`config.mk`:
```
export PLATFORM = sky130hd
export DESIGN_NAME = fetch_unit
export DESIGN_NICKNAME = d
export VERILOG_FILES = /design/src/rtl/fetch_pkg.sv /design/src/rtl/fetch_fifo.sv /design/src/rtl/fetch_unit.sv
export SDC_FILE = /design/constraint.sdc
export NUM_CORES = 1
export LEC_CHECK = 0
export ABC_CLOCK_PERIOD_IN_PS = 4280
export BUFFER_PORTS_ARGS = -buffer_cell sky130_fd_sc_hd__buf_4
export CORE_MARGIN = 10
export CORE_UTILIZATION = 34
export CTS_CLUSTER_SIZE = 25
export DETAILED_ROUTE_END_ITERATION = 12
export GPL_ROUTABILITY_DRIVEN = 0
export GPL_TIMING_DRIVEN = 0
export HOLD_SLACK_MARGIN = 0.02
export PLACE_DENSITY = 0.58
export SLEW_MARGIN = 15
export SYNTH_ARGS = -nofsm -noshare
export SYNTH_HDL_FRONTEND = slang
export SYNTH_SLANG_ARGS = --single-unit
```
`constraint.sdc`:
```
create_clock -name clk_i -period 4.28 [get_ports clk_i]
set_clock_uncertainty 0.1 [all_clocks]
set_input_delay 0.642 -clock clk_i [delete_from_list [all_inputs] [get_ports clk_i]]
set_output_delay 0.642 -clock clk_i [all_outputs]
set_load 0.05 [all_outputs]
```
`src/rtl/fetch_pkg.sv`:
```
// Shared types and helpers for the instruction fetch unit.
package fetch_pkg;

  typedef enum logic [1:0] {
    FETCH = 2'd0,
    STALL = 2'd1,
    FAULT = 2'd2
  } fetch_state_t;

  // Number of byte-offset bits below a word address.
  function automatic int unsigned oit_bits(input int unsigned n);
    return (n > 1) ? $clog2(n) : 1;
  endfunction

endpackage

```
`src/rtl/fetch_fifo.sv`:
```
// Synchronous prefetch FIFO holding {pc, instr} entries; flush overrides push and pop.
module fetch_fifo
  import fetch_pkg::*;
#(
  parameter int unsigned WIDTH = 64,
  parameter int unsigned DEPTH = 4,
  localparam int unsigned PW = $clog2(DEPTH),
  localparam int unsigned CW = PW + 1
) (
  input  logic             clk,
  input  logic             rst,
  input  logic             push,
  input  logic             pop,
  input  logic             flush,
  input  logic [WIDTH-1:0] wdata,
  output logic [WIDTH-1:0] rdata,
  output logic [CW-1:0]    count,
  output logic             full,
  output logic             empty
);

  logic [WIDTH-1:0] mem [DEPTH];
  logic [PW-1:0]    wr_ptr_q;
  logic [PW-1:0]    rd_ptr_q;
  logic [CW-1:0]    count_q;
  logic             push_en;
  logic             pop_en;

  assign full  = (count_q == CW'(DEPTH));
  assign empty = (count_q == '0);
  assign count = count_q;
  assign rdata = mem[rd_ptr_q];

  // A full FIFO still accepts a push when the head leaves in the same cycle.
  assign pop_en  = pop & ~empty;
  assign push_en = push & (~full | pop_en);

  always_ff @(posedge clk) begin
    if (rst || flush) begin
      wr_ptr_q <= '0;
      rd_ptr_q <= '0;
      count_q  <= '0;
    end else begin
      if (push_en) wr_ptr_q <= wr_ptr_q + 1'b1;
      if (pop_en)  rd_ptr_q <= rd_ptr_q + 1'b1;
      count_q <= count_q + CW'(push_en) - CW'(pop_en);
    end
  end

  always_ff @(posedge clk) begin
    if (push_en && !flush && !rst) mem[wr_ptr_q] <= wdata;
  end

endmodule

```
`src/rtl/fetch_unit.sv`:
```
// Wishbone classic read master streaming sequential instruction words into a prefetch FIFO.
module fetch_unit
  import fetch_pkg::*;
#(
  parameter int unsigned DATA_WIDTH    = 32,
  parameter int unsigned ADDRESS_WIDTH = 32,
  parameter int unsigned SEL_WIDTH     = 4,
  parameter int unsigned DEPTH         = 4,
  parameter logic [ADDRESS_WIDTH-1:0] RESET_PC = '0
) (
  input  logic                     clk_i,
  input  logic                     rst_i,
  output logic                     cyc_o,
  output logic                     stb_o,
  output logic                     we_o,
  output logic [SEL_WIDTH-1:0]     sel_o,
  output logic [ADDRESS_WIDTH-1:0] adr_o,
  input  logic [DATA_WIDTH-1:0]    dat_i,
  input  logic                     ack_i,
  input  logic                     err_i,
  input  logic                     rty_i,
  output logic                     instr_valid_o,
  output logic [DATA_WIDTH-1:0]    instr_o,
  output logic [ADDRESS_WIDTH-1:0] instr_pc_o,
  input  logic                     instr_ready_i,
  input  logic                     redirect_i,
  input  logic [ADDRESS_WIDTH-1:0] redirect_pc_i,
  output logic                     fault_o,
  output logic [ADDRESS_WIDTH-1:0] fault_adr_o
);

  localparam int unsigned ADDR_LSB = oit_bits(SEL_WIDTH);
  localparam int unsigned CW       = $clog2(DEPTH) + 1;
  localparam int unsigned EW       = ADDRESS_WIDTH + DATA_WIDTH;
  localparam logic [ADDRESS_WIDTH-1:0] ADDR_MASK = ~((ADDRESS_WIDTH'(1) << ADDR_LSB) - 1'b1);

  fetch_state_t             state_q, state_d;
  logic [ADDRESS_WIDTH-1:0] adr_q, adr_d;
  logic                     stb_q, stb_d;
  logic                     fault_q, fault_d;
  logic [ADDRESS_WIDTH-1:0] fault_adr_q, fault_adr_d;

  logic                     xfer_ack, xfer_err, xfer_rty;
  logic                     fifo_push, fifo_pop, fifo_flush;
  logic                     fifo_full, fifo_empty;
  logic [CW-1:0]            fifo_count;
  logic [CW-1:0]            count_next;
  logic                     room_next;
  logic [EW-1:0]            fifo_rdata;

  // Responses count only while strobing; err dominates rty, rty dominates ack.
  assign xfer_err = stb_q & err_i;
  assign xfer_rty = stb_q & rty_i & ~err_i;
  assign xfer_ack = stb_q & ack_i & ~err_i & ~rty_i;

  assign fifo_flush = redirect_i;
  assign fifo_pop   = instr_ready_i & ~fifo_empty & ~redirect_i;
  assign fifo_push  = xfer_ack & ~redirect_i & (~fifo_full | fifo_pop);

  always_comb begin
    count_next = '0;
    if (!redirect_i) begin
      count_next = fifo_count + CW'(fifo_push) - CW'(fifo_pop);
    end
  end

  assign room_next = (count_next < CW'(DEPTH));

  always_comb begin
    state_d     = state_q;
    adr_d       = adr_q;
    stb_d       = 1'b0;
    fault_d     = fault_q;
    fault_adr_d = fault_adr_q;

    if (redirect_i) begin
      // Bus idles one cycle so the flushed stream restarts cleanly.
      state_d = FETCH;
      adr_d   = redirect_pc_i & ADDR_MASK;
      fault_d = 1'b0;
    end else begin
      unique case (state_q)
        FETCH: begin
          if (xfer_err) begin
            state_d     = FAULT;
            fault_d     = 1'b1;
            fault_adr_d = adr_q;
          end else if (xfer_rty) begin
            state_d = STALL;
          end else begin
            if (xfer_ack) adr_d = adr_q + ADDRESS_WIDTH'(SEL_WIDTH);
            if (room_next) stb_d = 1'b1;
            else           state_d = STALL;
          end
        end
        STALL: begin
          if (room_next) begin
            state_d = FETCH;
            stb_d   = 1'b1;
          end
        end
        FAULT: begin
          state_d = FAULT;
        end
        default: begin
          state_d = FETCH;
        end
      endcase
    end
  end

  always_ff @(posedge clk_i) begin
    if (rst_i) begin
      state_q     <= FETCH;
      adr_q       <= RESET_PC & ADDR_MASK;
      stb_q       <= 1'b0;
      fault_q     <= 1'b0;
      fault_adr_q <= '0;
    end else begin
      state_q     <= state_d;
      adr_q       <= adr_d;
      stb_q       <= stb_d;
      fault_q     <= fault_d;
      fault_adr_q <= fault_adr_d;
    end
  end

  fetch_fifo #(
    .WIDTH(EW),
    .DEPTH(DEPTH)
  ) u_fifo (
    .clk  (clk_i),
    .rst  (rst_i),
    .push (fifo_push),
    .pop  (fifo_pop),
    .flush(fifo_flush),
    .wdata({adr_q, dat_i}),
    .rdata(fifo_rdata),
    .count(fifo_count),
    .full (fifo_full),
    .empty(fifo_empty)
  );

  assign cyc_o         = stb_q;
  assign stb_o         = stb_q;
  assign we_o          = 1'b0;
  assign sel_o         = '1;
  assign adr_o         = adr_q;
  assign instr_valid_o = ~fifo_empty;
  assign instr_pc_o    = fifo_rdata[EW-1:DATA_WIDTH];
  assign instr_o       = fifo_rdata[DATA_WIDTH-1:0];
  assign fault_o       = fault_q;
  assign fault_adr_o   = fault_adr_q;

endmodule

```
# ---- Word level (Yosys, flattened, before mapping)
# Memory sizes are Yosys's and may differ from the RTL's. A register that Yosys moved wholly into a read port is not among the register bits.
# Index checks and enable logic that the tools add are counted.
dict set report classes {
  n_addsub 7
  magnitude_cmp 1
  eq_ne 7
  mux 19
  n_bitwise 21
  n_reduce_logical 15
}
# operator count
set op_table {}
lappend op_table {{$mux 32} 5}
lappend op_table {{$add 32x3->32 const B} 1}
lappend op_table {{$and 1x1->1} 12}
lappend op_table {{$mux 2} 6}
lappend op_table {{$reduce_and 4->1} 2}
lappend op_table {{$not 1->1} 7}
lappend op_table {{$add 3x1->3} 2}
lappend op_table {{$ne 2x2->1 const B} 3}
lappend op_table {{$pmux 2 s3} 1}
lappend op_table {{$sub 3x1->3} 2}
lappend op_table {{$mux 1} 5}
lappend op_table {{$add 2x1->2 const B} 2}
lappend op_table {{$ne 4x4->1 const B} 1}
lappend op_table {{$reduce_and 2->1} 2}
lappend op_table {{$reduce_bool 2->1} 2}
lappend op_table {{$eq 3x3->1 const B} 1}
lappend op_table {{$logic_not 3->1} 1}
lappend op_table {{$lt 3x3->1 const B} 1}
lappend op_table {{$mux 3} 1}
lappend op_table {{$reduce_and 3->1} 1}
lappend op_table {{$eq 2x1->1 const B} 1}
lappend op_table {{$eq 2x2->1 const B} 1}
lappend op_table {{$logic_and 1x1->1} 2}
lappend op_table {{$logic_not 1->1} 2}
lappend op_table {{other kinds (5)} 6}
dict set report totals {
  register_bits 75
  mem_bits_rw 256
  inputBits 71
  out_inout_bits 137
  elab_cells 80
  memories 1
}
# memory depth word_bits rd rd_clocked_by_memory_dff wr line
set memory_table {}
lappend memory_table {u_fifo.mem 4 64 1 1 1 fetch_fifo.sv:22} ;# logic [WIDTH-1:0] mem [DEPTH];

# ---- Depth between registers and ports, before layout
dict set report depth {
  word_depth 14
  depth_mapped 12
  ltp_nobuf 10
}

# ---- Modules after synthesis
# A second synthesis with hierarchy kept.
dict set report hier_totals {
  hier_cells 811
  hier_area_um2 13198.9
}
# mod instances cells_per_inst area_per_inst_um2 seq_area_each_um2
set modules_own_cells {}
lappend modules_own_cells {fetch_fifo 1 381 9785.6 7867.5}
lappend modules_own_cells {fetch_unit 1 430 3413.3 1281.2}

# ---- Worst setup path before layout
# Ideal clock, no wire load.
dict set report synth_timing {
  kind {flip-flop to flip-flop}
  from {register stb_q (netlist: cyc_o)}
  to {memory u_fifo.mem[0][0], enable pin}
  setup_ns 0.426
  arrival_time_ns 2.855
  t_required_ns 3.754
  path_slack_ns 0.898
  stages_incl_launch_ff 4
  path_buffers 0
  synth_period_minus_slack_ns 3.382
  cell_sequence {dfxtp_1 > nand4bb_4 > nor4_1 > and2_1}
}
dict set report synth_between {
  elab_chain_cells 10
}
# element line
set synth_lines {}
lappend synth_lines {{start: declaration} fetch_unit.sv:39} ;# logic stb_q, stb_d;
lappend synth_lines {{start signal: assignment} fetch_unit.sv:122} ;# stb_q <= stb_d;
lappend synth_lines {{$and 1x1->1 (3 in a row)} fetch_unit.sv:54} ;# assign xfer_ack = stb_q & ack_i & ~err_i & ~rty_i;
lappend synth_lines {{$and 1x1->1 (2 in a row)} fetch_unit.sv:58} ;# assign fifo_push = xfer_ack & ~redirect_i & (~fifo_full | fifo_pop);
lappend synth_lines {{$and 1x1->1} fetch_fifo.sv:36} ;# assign push_en = push & (~full | pop_en);
lappend synth_lines {{$logic_and 1x1->1 (2 in a row)} fetch_fifo.sv:51} ;# if (push_en && !flush && !rst) mem[wr_ptr_q] <= wdata;
lappend synth_lines {{$mux 1} fetch_fifo.sv:51}
lappend synth_lines {{$mux 1 (implied by the code)} fetch_fifo.sv:51}
lappend synth_lines {{end: declaration} fetch_fifo.sv:22}
# No other way between the ends.

==> summary.txt <==
setup ws final = 0.787 ns
adder-cell share of the synthesized area = 1.06%
max-slew violations = 0
CORE AREA = 0.0365 sq mm
clk buf depth = 3
Fmax achieved = 0.286 GHz
Post-synth ARST share = 0%
Synth Flop Type = edfxtp_1
Starting Density = 34.3%
post-synthesis compound-gate area fraction = 3.60%
die area = 0.0449 sq mm
synthesized area = 0.0125 sq mm
RSZ-0062 raised after global routing = no
clock sinks = 321
Synth Register Bits = 321
GRT overflow = 0
Ys Warns = 0
Synth Area in Simple Gates = 8.12%
IO Count = 208
H-tree level count = 2
CTS Buf Count = 37
Slew headroom = 31.3%
largest net degree at the start of global routing = 43
most frequent cells in the layout = edfxtp_1 (248), buf_4 (204), nand2_1 (85)
drt drc = 0
top post-synthesis cells by area = edfxtp_1 (59%), dfxtp_1 (12%), mux4_2 (11%)
Seq/Total Area, Yosys = 71.1%
post-synth top area share = 59.4%
DP HPWL = 22.2 mm
EDFF count, synth = 248
CTS tree = yes
Worst Reg-to-Reg Cells = 4
minimum clock period = 3.49 ns
post-synthesis mux area share = 11.2%
crit start category = flip-flop
via count = 7,426
vias in the first global route = 7,821
cell count after synthesis = 771
WHS = 0.222 ns
Layout area overhead = 27.3%
CTS root buf = clkbuf_16
period utilisation layout = 81.6%
Routed wire per std cell = 21.6 microns
commonest non-fill, non-tap cell in the layout = edfxtp_1
Post-CTS Resized = 0
Fillers = 3,319
Worst EP arrival = 2.75 ns
critical path fanouts, max = 10
1st-pass router iterations = 4
Worst VDD drop = 0.000233 V
hold_buf cts = 0
Worst-path clk slew = 0.06 ns
first-pass GRT wire length = 48.8 mm
syn_area_per_cell = 16.3 sq um
maxcap violations = 0
CP Data Required Time = 3.54 ns
Place WS = 0.998 ns
Cells after DPL = 1,444
post-route cell area = 0.0160 sq mm
reg-to-reg slack, setup = 1.62 ns
final hold vios = 0
port buffer count = 192
worst slew pin tran = 1.02 ns
largest area contributor in the netlist = edfxtp_1
TNS Setup = 0 ns
Die H = 212 microns
main combinational cell family by area after synthesis = multiplexers
Vias/cell = 4.91
Die W = 212 microns
status = complete, no violations
initial antenna violation count = 0
post-CTS setup buffers = 0
Pleak = 5.46 nW
Power Dens Cells = 435 mW/mm^2
final setup vio count = 0
final cell count without fillers = 1,512
share of post-route cells with drive strength above 1 = 33.8%
CP Class = flip-flop to output port
GRT Total Usage = 14.3%
hold depth = 1
number of DRC markers in iteration 0 = 380
XOR/XNOR Fraction of Synth Area = 2.24%
Std-Cell Rows = 70
total wire length = 32.6 mm
Placed Area = 0.0147 sq mm
worst-skew pair later-pin latency = 0.51 ns
Design Power = 6.94 mW
Post-DRT Antenna Nets = 0
HP Class = input port to flip-flop
Worst setup EP type = output port
Final Util = 43.7%
final net count = 1,096
post-synthesis cell type count = 48
## cells in the mapped netlist (all sizes together) (2+ instances only)
cell type  instances
a211oi            13
a21oi             39
a311oi             4
a31oi              4
and2               9
and3               5
and4               5
buf               23
clkbuf            32
conb               2
dfxtp             73
edfxtp           248
ha                 9
inv               16
mux4              62
nand2             86
nand3              9
nand4             14
nand4bb            2
nor2              31
nor3              11
nor4              12
nor4b              3
o21ai              4
o21bai             3
o22ai              5
or2                2
or3                5
xnor2             24
xor2               8
## path summary, 6_finish.rpt
| kind | start | endpoint |
|---|---|---|
| setup / recovery | flip-flop | instr_pc_o[10] |
| hold / removal | dat_i[20] | u_fifo.mem[3][20] |
| setup reg to reg | cyc_o | u_fifo.mem[2][27] |
| hold reg to reg | fault_adr_o[31] | fault_adr_o[31] |
## report_power, final
part	internal, mW	switching [mW]
Combinational	0.114	0.211
Clock	1.93	1.24
Sequential	3.38	0.0638
Total	5.42	1.52
## final cells by class
type | count | area (sq um) | share of cell area [%]
Antenna cell | 1 | 2.50 | 0.0157
Buffer | 55 | 270 | 1.69
Clock buffer | 48 | 1050 | 6.59
Clock inverter | 19 | 188 | 1.18
Inverter | 16 | 60.1 | 0.376
Multi-Input combinational cell | 388 | 3340 | 20.9
Sequential cell | 321 | 8910 | 55.8
Tap cell | 468 | 586 | 3.67
Timing Repair Buffer | 196 | 1550 | 9.72
## sequential cells by signal, indices dropped and copies added (netlist names), named ones only
| register | count |
|---|---|
| u_fifo.mem | 248 |
| u_fifo.rd_ptr_q | 2 |
| u_fifo.wr_ptr_q | 2 |
| adr_o | 30 |
| u_fifo.count | 3 |
| cyc_o | 1 |
| fault_adr_o | 30 |
| state_q | 2 |
| fault_o | 1 |
## critical path: stages (launching register included)
cell      delay, ns
dfxtp_1        0.30
clkbuf_1       0.61
buf_2          0.49
mux4_2         0.61
buf_4          0.22
## logic make-up (layout without fill, tap and decap cells)
logic type	after synthesis	after routing
fa+ha+maj	10	10
xor+xnor	32	32
flops	321	321
mux	63	63
buf+inv	71	334
simple gates	197	197
compound gates	75	75
other cells	2	12
## routing by layer
layer	vias up	GRT usage [%]	part of all wire, %
met1	3740	18.7	44
met5	-	0	0
li1	3429	-	-
met2	216	23.0	48
met3	41	3.78	6.7
met4	0	4.09	1.9
Power figures use the tool's default switching activity.
